<file path="config.mk">
export PLATFORM = sky130hd
export DESIGN_NAME = bus_transfer_ctrl
export DESIGN_NICKNAME = d
export VERILOG_FILES = /design/src/rtl/bus_transfer_ctrl.sv
export SDC_FILE = /design/constraint.sdc
export NUM_CORES = 1
export LEC_CHECK = 0
export CAP_MARGIN = 20
export CORE_MARGIN = 4
export CORE_UTILIZATION = 25
export DETAILED_ROUTE_END_ITERATION = 7
export MAX_ROUTING_LAYER = met4
export PLACE_DENSITY = 0.59
export SETUP_SLACK_MARGIN = 0.5
export SLEW_MARGIN = 5
export SYNTH_ARGS = -nofsm -noshare
export SYNTH_HDL_FRONTEND = slang
export SYNTH_SLANG_ARGS = --single-unit
</file>
<file path="constraint.sdc">
create_clock -name clk -period 2.2 [get_ports clk]
set_clock_uncertainty 0.2 [all_clocks]
set_input_delay 0.22 -clock clk [delete_from_list [all_inputs] [get_ports clk]]
set_output_delay 0.22 -clock clk [all_outputs]
set_load 0.02 [all_outputs]
</file>
<file path="src/rtl/bus_transfer_ctrl.sv">
// Bus master for the shared CPU data bus: copies one word between two bus-attached registers
// by stepping the one-hot output-enable/load-enable strobes on each tick.
module bus_transfer_ctrl #(
  parameter int unsigned NUM_REGS = 4,
  parameter int unsigned SEL_W    = 2,
  parameter int unsigned DATA_W   = 4
) (
  input  logic                clk,
  input  logic                rst_n,
  input  logic                tick,
  input  logic                hlt,
  input  logic                req_valid,
  output logic                req_ready,
  input  logic [SEL_W-1:0]    req_src,
  input  logic [SEL_W-1:0]    req_dst,
  input  logic [DATA_W-1:0]   bus_in,
  output logic [NUM_REGS-1:0] out_en,
  output logic [NUM_REGS-1:0] load_en,
  output logic [DATA_W-1:0]   last_data,
  output logic                done,
  output logic                err
);

  localparam int unsigned SEL_SPACE = 1 << SEL_W;

  typedef enum logic [2:0] {
    IDLE  = 3'd0,
    DRIVE = 3'd1,
    LATCH = 3'd2,
    HOLD  = 3'd3,
    DONE  = 3'd4
  } state_t;

  // Marks which select codes address a real register.
  function automatic logic [SEL_SPACE-1:0] build_idx_ok();
    logic [SEL_SPACE-1:0] m;
    m = '0;
    for (int unsigned i = 0; i < SEL_SPACE; i++) begin
      m[i] = (i < NUM_REGS);
    end
    return m;
  endfunction

  localparam logic [SEL_SPACE-1:0] IDX_OK = build_idx_ok();

  function automatic logic [NUM_REGS-1:0] onehot(input logic [SEL_W-1:0] idx);
    return NUM_REGS'(1) << idx;
  endfunction

  state_t                state_q, state_d;
  logic [SEL_W-1:0]      src_q, src_d;
  logic [SEL_W-1:0]      dst_q, dst_d;
  logic [NUM_REGS-1:0]   out_en_q, out_en_d;
  logic [NUM_REGS-1:0]   load_en_q, load_en_d;
  logic [DATA_W-1:0]     last_data_q, last_data_d;
  logic                  done_q, done_d;
  logic                  err_q, err_d;
  logic                  ready_q, ready_d;
  logic                  accept;
  logic                  req_bad;

  // Ready is a registered "in IDLE" flag, gated live by hlt so a halt blocks acceptance at once.
  assign req_ready = ready_q & ~hlt;
  assign accept    = req_valid & req_ready;
  assign req_bad   = (req_src == req_dst) | ~IDX_OK[req_src] | ~IDX_OK[req_dst];

  assign out_en    = out_en_q;
  assign load_en   = load_en_q;
  assign last_data = last_data_q;
  assign done      = done_q;
  assign err       = err_q;

  always_ff @(posedge clk or negedge rst_n) begin
    if (!rst_n) begin
      state_q     <= IDLE;
      src_q       <= '0;
      dst_q       <= '0;
      out_en_q    <= '0;
      load_en_q   <= '0;
      last_data_q <= '0;
      done_q      <= 1'b0;
      err_q       <= 1'b0;
      ready_q     <= 1'b1;
    end else begin
      state_q     <= state_d;
      src_q       <= src_d;
      dst_q       <= dst_d;
      out_en_q    <= out_en_d;
      load_en_q   <= load_en_d;
      last_data_q <= last_data_d;
      done_q      <= done_d;
      err_q       <= err_d;
      ready_q     <= ready_d;
    end
  end

  // Next state and next registered outputs; while halted everything holds its value.
  always_comb begin
    state_d     = state_q;
    src_d       = src_q;
    dst_d       = dst_q;
    out_en_d    = out_en_q;
    load_en_d   = load_en_q;
    last_data_d = last_data_q;
    done_d      = done_q;
    err_d       = err_q;
    ready_d     = ready_q;

    if (!hlt) begin
      done_d = 1'b0;
      err_d  = 1'b0;

      case (state_q)
        IDLE: begin
          if (accept) begin
            if (req_bad) begin
              err_d = 1'b1;
            end else begin
              state_d = DRIVE;
              src_d   = req_src;
              dst_d   = req_dst;
            end
          end
        end
        DRIVE: begin
          if (tick) state_d = LATCH;
        end
        LATCH: begin
          if (tick) begin
            state_d     = HOLD;
            last_data_d = bus_in;
          end
        end
        HOLD: begin
          if (tick) state_d = DONE;
        end
        DONE: begin
          state_d = IDLE;
        end
        default: begin
          state_d = IDLE;
        end
      endcase

      // Strobes follow the state being entered so they change on the same edge as the state.
      out_en_d  = '0;
      load_en_d = '0;
      case (state_d)
        DRIVE, HOLD: begin
          out_en_d = onehot(src_d);
        end
        LATCH: begin
          out_en_d  = onehot(src_d);
          load_en_d = onehot(dst_d);
        end
        DONE: begin
          done_d = 1'b1;
        end
        default: begin
        end
      endcase

      // A rejected request keeps ready low for the err cycle.
      ready_d = (state_d == IDLE) && !err_d;
    end
  end

endmodule

</file>
==> results.toml, run 1 <==
[placed_design]
portBuffers = 27
dpl_cell_area_mm2 = 0.00136
routabilityCongestion = 0.720
hpwlAfterDp_mm = 1.73
dp.cells = 169

[setup_path]
crit_family = "simple AND/OR/NAND/NOR gates"
crit_chain = "or4_4, a211oi_4, mux2_1"
path_buf_inv = 0
cp.depth = 3
r2r_cells = 3
arrival_ns = 1.77
crit_type = "reg -> reg"
reg2reg_slack_ns = 0.38
required_ns = 2.15
setup.worst_path.start_class = "flop"
worst_r2r_endpoint = "src_q[1]"
max_stage_delay_ns = 0.55
end_kind = "flop"
crit_start = "state_q[1]"
critPathSlowestCell = "or4_4"
critPathMaxFanout = 3
reg2reg_from = "state_q[1]"
endpoint = "src_q[1]"

[logic_synthesis]
yosys_most_used_dff = "dfrtp_1"
async_reset_ff_frac = 1.00
synth.largest_area_cell = "dfrtp_1"
ys_seq_area_frac = 0.539
synthCells = 94
yosysTopAreaCellShare = 0.513
synth_most_common_cell = "dfrtp_1"
synth_nets = 107
synth_seq_cells = 22
ys_top_cells_by_count = "dfrtp_1, nand2_1, o21ai_1"
syn_avg_cell_area_um2 = 10.9
synth_edf_count = 0
syn_area_mm2 = 0.00102
ys_warn_count = 0
ys_types = 29
synth_area_leaders = "dfrtp_1, a32o_1, mux2_1, nand2_1, o21ai_1"

[finish]
final_cells = 178
stdcell_area_mm2 = 0.00150
final_util = 0.394
drive_gt1_frac = 0.231
layout.nets = 144
num_antenna_cells = 0
area_delta_synth_final_pct = 46.2

[global_route]
grt_pass1_wl_mm = 3.97
antenna_found_initial = 0
busiest_layer = "met2"
met2_usage = 0.157
gr-total-overflow = 0
grt_max_degree = 14
grt_pass1_vias = 852
met1_usage = 0.126
grt_usage = 0.0998
met3_usage = 0.0125

[pwr]
p_leak_nw = 0.644
power_density_mw_per_mm2 = 1100
ir_drop_v = 0.000411

[sta]
tns_ns = 0
finalCritPeriodShare = 0.827
fmax_ghz = 0.550
fin_crit_ns = 1.82
slew_viol_final = 0
rsz0062_at_grt = "true"
hold_ws_ns = 0.0684
hold_violations = 0
slew_headroom = 0.697
worst_pin_slew_ns = 0.453
setup_viol = 0

[cts]
clk_path_buf_depth = 2
cts_tree = "built"
cts-root-buf = "clkbuf_8"
worstSkewPairLatency_ns = 0.26
cts.sinks = 22
htree_levels = 1
clk_pin_slew_ns = 0.08
cts_buffers = 3

[floorplanning]
dieArea_mm2 = 0.00518
die_y_um = 72.0
die_x_um = 72.0
rows = 22
start_util = 0.269
io_pins = 28
core_region_area_mm2 = 0.00380

[worst_hold_path]
hold_class = "in -> async"

[route]
via_per_inst = 4.83
drc = 0
final_antenna_net_count = 0
dr.pass1.iters = 4
initialDrtViolationCount = 39
drt-total-wl_mm = 2.33
routedWlPerCell_um = 13.1
num_vias = 860

[outcome]
status = "completed"

[flow_run]
maxCapViolCount = 0
-- worst min-delay path by stage --
| stage | endpoint | slack (ns) | depth (start not counted) |
|---|---|---|---|
| final | last_data[0] | 0.07 | 1 |
| after global routing | last_data[0] | 0.10 | 1 |
| after CTS | last_data[0] | 0.09 | 1 |
| after detailed placement | done | 0.27 | 1 |
| after global placement | last_data[1] | 0.28 | 1 |
| after floorplan | done | -0.28 | 0 |
-- placed cells by master (no fill, tap or decap) --
master and count:
inv_1 3, nor2b_1 3, or2_4 1, nor4_2 1, dlymetal6s2s_1 1, xnor2_1 2, clkdlybuf4s15_1 1, or4_4 1
dlygate4sd2_1 1, and3_1 1, o21ai_0 4, a211oi_4 1, nand3b_1 1, clkbuf_1 1, a32oi_1 1, buf_6 2
a21oi_1 5, nor3_2 1, nor2_1 6, mux2_4 4, a32o_1 5, o21ai_2 1, dfstp_2 1, nand2_1 11
clkdlybuf4s50_1 24, dfrtp_2 2, mux2_1 1, a32oi_2 1, o21ai_1 7, a21o_1 2, dfrtp_1 19, nor3_4 1
a22oi_1 1, a21oi_2 1, buf_4 8, a22oi_2 1, clkbuf_8 3
-- area by class of cell --
cell class	instances	area [um2]
fillers	383	2300
flip-flops and latches	22	554
multi-input cells	64	472
repair buffers	37	354
well taps	48	60.1
clock buffers	4	45.0
inverters	3	11.3
-- metrics by stage --
stage / power, mW / setup WS (ns)
floorplan: 1.04 / 0.339
global placement: 1.30 / 0.0170
detailed placement: 1.30 / -0.0353
CTS: 1.62 / 0.375
global route: 1.75 / 0.267
finish: 1.64 / 0.381
-- layer usage --
layer  part of all wire  routed length (um)
met5                  0                   0
met4              0.024                  57
met3              0.038                  89
met2               0.49                1130
met1               0.45                1050
-- state kept, by name, indices dropped and copies added, names as in the netlist --
register,cells
ready_q,1
state_q,3
last_data,4
src_q,2
dst_q,2
load_en,4
out_en,4
err,1
done,1
-- what timing repair did --
item	in CTS	in global routing
pin swaps	5	4
endpoints found under the setup margin	14	19
gates resized for setup	10	7
buffers inserted	3	2
hold buffers	0	0
-- power breakdown --
group,internal (mW),total (mW),switching [mW]
Sequential,0.554,0.651,0.0965
Clock,0.129,0.256,0.126
Combinational,0.372,0.737,0.364
Total,1.06,1.64,0.587
-- logic make-up after synthesis --
family                    synth area share
and+or+nand+nor                      0.132
buffers and inverters               0.0452
DFF                                  0.539
xor gates and xnor gates            0.0171
AOI/OAI and AO/OA                    0.211
muxes                               0.0550
(Power assumes the default switching activity.)
==> run 2, diff against run 1 <==
--- a/config.mk
+++ b/config.mk
@@ -10,7 +10,7 @@
 export CORE_UTILIZATION = 25
 export DETAILED_ROUTE_END_ITERATION = 7
 export MAX_ROUTING_LAYER = met4
-export PLACE_DENSITY = 0.59
+export PLACE_DENSITY = 0.61
 export SETUP_SLACK_MARGIN = 0.5
 export SLEW_MARGIN = 5
 export SYNTH_ARGS = -nofsm -noshare
==> constraint.sdc (replaced) <==
create_clock -name clk -period 1.6 [get_ports clk]
set_clock_uncertainty 0.2 [all_clocks]
set_input_delay 0.16 -clock clk [delete_from_list [all_inputs] [get_ports clk]]
set_output_delay 0.16 -clock clk [all_outputs]
set_load 0.02 [all_outputs]
==> results.toml, run 2 (synthesized netlist as in run 1, its figures left out) <==
[cts]
cts.sinks = 22
worstSkewPairLatency_ns = 0.27
htree_levels = 1
clk_pin_slew_ns = 0.09
cts-root-buf = "clkbuf_8"
clk_path_buf_depth = 2
cts_buffers = 3
holdBufCountCts = 0
cts_tree = "built"

[pwr]
pwr-share-seq = 0.324
finalPower_mw = 2.83
power_switching_uw = 957
p_leak_nw = 0.823
ir_drop_v = 0.000655
swShare = 0.338
power.share.clock = 0.188
intPower_mw = 1.87
combPwrFrac = 0.488
power_density_mw_per_mm2 = 1570

[route]
via_per_inst = 4.56
drc = 0
final_antenna_net_count = 0
routedWlPerCell_um = 13.1
num_vias = 922
initialDrtViolationCount = 17
drt-total-wl_mm = 2.65
dr.pass1.iters = 4

[finish]
multiInputGateArea_um2 = 537
stdcell_area_mm2 = 0.00180
area_delta_synth_final_pct = 76.0
layout.nets = 168
drive_gt1_frac = 0.532
num_antenna_cells = 0
final_util = 0.474
layout_common_cells = "buf_4, buf_6, dfrtp_1"
seq_area_um2 = 552
mostFrequentLayoutCell = "buf_4"
fill_cells = 350

[placed_design]
portBuffers = 27
routabilityCongestion = 0.753
hpwlAfterDp_mm = 1.81
dpl_cell_area_mm2 = 0.00147

[outcome]
status = "complete, but fails checks"
violations = "negative setup slack"

[sta]
finalCritPeriodShare = 1.16
slew_headroom = 0.756
worst_slack_ns = -0.262
hold_violations = 0
rsz0062_at_grt = "true"
setup_viol = 17
hold_ws_ns = 0.0270
fmax_ghz = 0.537
fin_crit_ns = 1.86
worst_pin_slew_ns = 0.364
slew_viol_final = 0

[setup_path]
required_ns = 1.60
arrival_ns = 1.86
crit_type = "reg -> reg"
end_kind = "flop"
setup.worst_path.start_class = "flop"
critPathMaxFanout = 6

[global_route]
grt_pass1_vias = 945
gr-total-overflow = 0
grt_usage = 0.109
grt_pass1_wl_mm = 4.48
grt_max_degree = 23
antenna_found_initial = 0

[floorplanning]
dieArea_mm2 = 0.00518
die_x_um = 72.0
die_y_um = 72.0
core_region_area_mm2 = 0.00380
io_pins = 28
rows = 22
start_util = 0.269

[worst_hold_path]
hold_class = "in -> async"

[flow_run]
maxCapViolCount = 0
-- run 2: cell types whose count changed in the layout (fill, tap and decap cells not counted), sizes merged --
cell	before	now
buf	10	49
clkdlybuf4s50	24	12
bufinv	0	1
clkbuf	4	3
clkdlybuf4s15	1	0
dlygate4sd2	1	0
dlymetal6s2s	1	0
-- run 2: power by group through the flow --
| stage | logic (mW) | registers, mW | clock network, mW |
|---|---|---|---|
| 2_1_floorplan | 0.438 | 1.02 | 0 |
| 3_3_place_gp | 1.01 | 0.889 | 0 |
| 3_5_place_dp | 1.02 | 0.895 | 0 |
| 4_1_cts | 1.26 | 0.914 | 0.539 |
| 5_1_grt | 1.49 | 0.946 | 0.567 |
| 6_report | 1.38 | 0.917 | 0.533 |
-- run 2: area by class of cell --
cell class,count,area share
Clock buffer,3,0.0229
Clock inverter,1,0.0167
Inverter,3,0.00625
Multi-Input combinational cell,64,0.298
Sequential cell,22,0.306
Tap cell,48,0.0333
Timing Repair Buffer,61,0.317
-- run 2: timing repair --
| action | 4_1_cts | 5_1_grt |
|---|---|---|
| gates resized for setup | 111 | 11 |
| endpoints found under the setup margin | 37 | 37 |
| buffers inserted | 10 | 7 |
| cloned | 0 | 0 |
| pin swaps | 4 | 12 |
-- run 2: worst max-delay path, cell delays in order, from the launching register on --
cell      delay [ns]
dfrtp_1         0.39
or4_4           0.53
a211oi_4        0.27
buf_6           0.20
a22oi_2         0.09
o21ai_2         0.11
-- run 2: metrics by stage --
| stage | worst slack, ns | instances | setup TNS [ns] |
|---|---|---|---|
| 5_1_grt | -0.355 | 202 | -3.36 |
| 4_1_cts | -0.293 | 195 | -2.64 |
| 3_5_place_dp | -0.553 | 181 | -7.72 |
| 2_1_floorplan | -0.261 | 94 | -2.10 |
| 6_report | -0.262 | 202 | -2.46 |
| 3_3_place_gp | -0.520 | 181 | -7.28 |
-- run 2: worst paths after layout --
| check | to | depth (start not counted) | slack [ns] | startpoint |
|---|---|---|---|---|
| worst max-delay path | out_en[0] | 5 | -0.26 | state_q[0] |
| worst min-delay path | load_en[2] | 2 | 0.03 | rst_n |
| worst max register to register | out_en[0] | 5 | -0.26 | state_q[0] |
| worst min register to register | ready_q | 2 | 0.31 | ready_q |
| max in group asynchronous | ready_q | 2 | 0.89 | rst_n |
| min in group clk | dst_q[0] | 3 | 0.30 | req_dst[0] |
-- run 2: layer usage --
metal  track usage  routed length, um  share of wire  vias to the layer above
li1              -                  -              -                      455
met1         0.134               1170           0.44                      445
met2         0.186               1370           0.52                       18
met3        0.0208                 83          0.031                        4
met4        0.0271                 21         0.0079                        0
met5             -                  0              0                        -
==> run 3, diff against run 2 <==
--- a/config.mk
+++ b/config.mk
@@ -5,10 +5,10 @@
 export SDC_FILE = /design/constraint.sdc
 export NUM_CORES = 1
 export LEC_CHECK = 0
-export CAP_MARGIN = 20
 export CORE_MARGIN = 4
 export CORE_UTILIZATION = 25
 export DETAILED_ROUTE_END_ITERATION = 7
+export GPL_ROUTABILITY_DRIVEN = 0
 export MAX_ROUTING_LAYER = met4
 export PLACE_DENSITY = 0.61
 export SETUP_SLACK_MARGIN = 0.5
==> constraint.sdc (replaced) <==
create_clock -name clk -period 1.55 [get_ports clk]
set_clock_uncertainty 0.2 [all_clocks]
set_input_delay 0.155 -clock clk [delete_from_list [all_inputs] [get_ports clk]]
set_output_delay 0.155 -clock clk [all_outputs]
set_load 0.02 [all_outputs]
==> results.toml, run 3 (synthesized netlist as in run 1, its figures left out) <==
[floorplanning]
die_y_um = 72.0
start_util = 0.269
io_pins = 28
dieArea_mm2 = 0.00518
rows = 22
die_x_um = 72.0
core_region_area_mm2 = 0.00380

[sta]
finalCritPeriodShare = 1.20
setup_viol = 13
slew_headroom = 0.749
tns_ns = -2.98
hold_violations = 0
worst_pin_slew_ns = 0.374
fmax_ghz = 0.538
rsz0062_at_grt = "true"
fin_crit_ns = 1.86
slew_viol_final = 0
worst_slack_ns = -0.308

[finish]
multiInputGateArea_um2 = 503
drive_gt1_frac = 0.477
seq_area_um2 = 552
fill_cells = 369
mostFrequentLayoutCell = "buf_4"
final_cells = 199
num_antenna_cells = 0
layout_common_cells = "buf_4, dfrtp_1, buf_6"
area_delta_synth_final_pct = 69.8
layout.nets = 165

[cts]
clk_pin_slew_ns = 0.08
worstSkewPairLatency_ns = 0.27
cts.sinks = 22
htree_levels = 1
cts_tree = "built"
cts_buffers = 3
clk_path_buf_depth = 2
cts-root-buf = "clkbuf_8"

[global_route]
grt_pass1_vias = 1003
gr-total-overflow = 0
grt_usage = 0.113
grt_max_degree = 23
antenna_found_initial = 0
grt_pass1_wl_mm = 4.53

[route]
initialDrtViolationCount = 38
num_vias = 933
routedWlPerCell_um = 13.4
dr.pass1.iters = 4
final_antenna_net_count = 0
via_per_inst = 4.69
drc = 0
drt-total-wl_mm = 2.66

[setup_path]
critPathMaxFanout = 5
arrival_ns = 1.82
required_ns = 1.51
crit_type = "reg -> reg"
end_kind = "flop"
setup.worst_path.start_class = "flop"
r2r_cells = 3

[placed_design]
hpwlAfterDp_mm = 1.82
preCtsSetupSlack_ns = -0.594
portBuffers = 27
dp.cells = 182

[pwr]
p_leak_nw = 0.802
power_density_mw_per_mm2 = 1630
ir_drop_v = 0.000691

[worst_hold_path]
hold_class = "in -> async"

[outcome]
status = "complete, but fails checks"
violations = "negative setup slack"

[flow_run]
maxCapViolCount = 0
-- run 3: final timing paths --
check / startpoint / to / slack, ns
min: rst_n / load_en[1] / 0.02
min in group clk: req_dst[0] / dst_q[0] / 0.30
max: state_q[1] / src_q[1] / -0.31
max in group asynchronous: rst_n / ready_q / 0.84
min reg2reg: ready_q / ready_q / 0.31
max reg2reg: state_q[1] / src_q[1] / -0.31
-- run 3: layout make-up --
cell class / count / area share
Clock buffer: 3 / 0.0238
Clock inverter: 1 / 0.0173
Inverter: 3 / 0.00648
Multi-Input combinational cell: 64 / 0.289
Sequential cell: 22 / 0.317
Tap cell: 48 / 0.0346
Timing Repair Buffer: 58 / 0.311
-- run 3: what timing repair did --
action / CTS / global route
setup buffers: 9 / 4
setup endpoints to repair: 37 / 37
pin swaps: 3 / 2
resized for setup: 107 / 5
hold endpoints to repair: 0 / 0
hold buffers: 0 / 0
-- run 3: worst max-delay path, stage by stage, from the launching register on --
cell and delay, ns:
dfrtp_1 0.39, or4_4 0.54, a211oi_4 0.28, mux2_1 0.35
-- run 3: power breakdown --
group          internal (mW)  switching, mW  total [mW]  leakage [nW]
Sequential             0.786          0.163       0.949         0.283
Clock                  0.345          0.193       0.538        0.0357
Combinational          0.752          0.602        1.35         0.483
-- run 3: through the flow --
step                      instance area, um2   util  total power, mW  hold slack, ns
after global placement                  1480  0.389             1.98           0.269
after floorplan                         1060      -             1.51          -0.341
after CTS                               1690  0.446             2.77          0.0292
after detailed placement                1480  0.389             2.00           0.270
final                                   1740  0.458             2.84          0.0232
after global routing                    1740  0.458             3.00          0.0386
-- run 3: routing by layer --
metal | global-route usage | share of wire | up-vias
met3 | 0.0235 | 0.038 | 2
met5 | - | 0 | -
met2 | 0.180 | 0.52 | 19
li1 | - | - | 452
met4 | 0.0585 | 0.016 | 0
met1 | 0.135 | 0.42 | 460
==> edit, RTL diff (settings of run 2) <==
Register the output `err` once more; this adds one clock of latency there. The other outputs are not delayed to match. Comments in the files are not updated.
--- a/src/rtl/bus_transfer_ctrl.sv
+++ b/src/rtl/bus_transfer_ctrl.sv
@@ -68,7 +68,9 @@
   assign load_en   = load_en_q;
   assign last_data = last_data_q;
   assign done      = done_q;
-  assign err       = err_q;
+  always_ff @(posedge clk) begin
+    err <= err_q;
+  end
 
   always_ff @(posedge clk or negedge rst_n) begin
     if (!rst_n) begin
Behaviour: not the same (Yosys sat finds a counterexample within 4 cycles, from zero or initial values and one cycle with rst_n low).
==> edit against run 2 <==
The run still ends with setup timing left. Total power shrank 6.8%. Via count grew 6.7%. Wire length grew 7.3%. Final area shrank 1.8%. Critical path depth is the same. Synthesized area grew 2.2%. Sequential cell count grew 1. Largest cell class unchanged. Count of clock-buffer cells in the layout grew 1. Worst setup slack lost 0.0064 ns.
==> edit: results (changes against run 2) <==
| Metric | Value |
|---|---|
| Crit Path Max Fanout | `4 (was 6)` |
| Failing checks | `setup timing (unchanged)` |
| Post-cts sizing count | `102 (was 111)` |
| WL met1 | `1110 um (was 1170 um)` |
| Critical R2R Capture | `out_en[2] (was out_en[0])` |
| WL/cell | `13.7 um (was 13.1 um)` |
| Share of cells above drive strength 1 | `47.8% (was 53.2%)` |
| Port Buffers | `27 (unchanged)` |
| R2r startpoint | `state_q[1] (was state_q[0])` |
| Synth top area cells | `dfrtp_1 (50%), a32o_1 (6.7%), nand2_1 (4.7%) (was dfrtp_1 (51%), a32o_1 (4.9%), mux2_1 (4.4%))` |
| Mux contribution to synthesized area | `4.31% (was 5.50%)` |
| Pint | `1.70 mW (was 1.87 mW)` |
| Worst vdd ir | `0.376 mV (was 0.655 mV)` |
| Run status | `complete, but fails checks (unchanged)` |
| Netlist cell types | `30 (was 29)` |
| Cell count after placement | `188 (was 181)` |
| Met2 WL | `1550 um (was 1370 um)` |
| Via count | `984 (was 922)` |
| Hold_ws | `0.0416 ns (was 0.0270 ns)` |
| Pleak | `0.837 nW (was 0.823 nW)` |
| Nets | `171 (was 168)` |
| Logic pwr share | `50.3% (was 48.8%)` |
| Worst slack, placed | `-0.523 ns (was -0.553 ns)` |
| Pin count of the biggest net entering global routing | `23 (unchanged)` |
| Setup TNS | `-2.77 ns (was -2.46 ns)` |
| Crit path arrival time | `1.88 ns (was 1.86 ns)` |
| Avg Cell Area, Syn | `11.1 um^2 (was 10.9 um^2)` |
| Post-synth ARST share | `95.7% (was 100%)` |
| Post-Place Cell Area | `0.00151 mm^2 (was 0.00147 mm^2)` |
| XOR/XNOR Fraction of Synth Area | `1.67% (was 1.71%)` |
| Final setup vio count | `19 (was 17)` |
| Met1 Use GR | `13.2% (was 13.4%)` |
| Met3 routed WL | `118 um (was 83 um)` |
| Vias in the first global route | `1041 (was 945)` |
| Global Route met2 Usage | `20.5% (was 18.6%)` |
| First-pass GRT wire length | `4710 um (was 4480 um)` |
| 1st-iter DRT viols | `38 (was 17)` |
| Hold/Removal Path Class | `in -> async (unchanged)` |
| Synth cell count leaders | `dfrtp_1 (21), nand2_1 (13), o21ai_0 (8) (was dfrtp_1 (21), nand2_1 (11), o21ai_1 (7))` |
| Register area share after synthesis | `54.7% (was 53.9%)` |
| Slew HR | `72.9% (was 75.6%)` |
| Met3 GRT Util | `1.52% (was 2.08%)` |
| Setup ws final | `-0.269 ns (was -0.262 ns)` |
| Tot Pwr | `2.64 mW (was 2.83 mW)` |
| Detailed Place HPWL | `1960 um (was 1810 um)` |
| Gr usage total | `11.9% (was 10.9%)` |
| Setup bufs post-CTS | `12 (was 10)` |
| Compound-Gate Fraction of Synth Area | `22.2% (was 21.1%)` |
| GPL Wtd Cong | `0.813 (was 0.753)` |
| Power of the clock network | `366 uW (was 533 uW)` |
## edit: cell count changes after synthesis, moves of 3 or more
| cell | before | now |
|---|---|---|
| o21ai_1 | 7 | 1 |
| mux2_1 | 4 | 0 |
| o21ai_0 | 4 | 8 |
| a21oi_1 | 6 | 3 |
| mux2_2 | 1 | 4 |
## edit: layout make-up
type	instances	area, um^2
Clock buffer	4	45.0
Fill cell	388	2260
Inverter	5	18.8
Multi-Input combinational cell	62	485
Sequential cell	23	573
Tap cell	50	62.6
Timing Repair Buffer	63	584
## edit: worst max path at each step
stage,from,end,slack (ns),cells past startpoint
2_1_floorplan,state_q[0],out_en[3],-0.19,6
3_3_place_gp,hlt,out_en[3],-0.48,6
3_5_place_dp,hlt,out_en[3],-0.52,6
4_1_cts,state_q[1],out_en[2],-0.23,5
5_1_grt,state_q[1],out_en[0],-0.31,8
6_report,state_q[1],out_en[2],-0.27,5
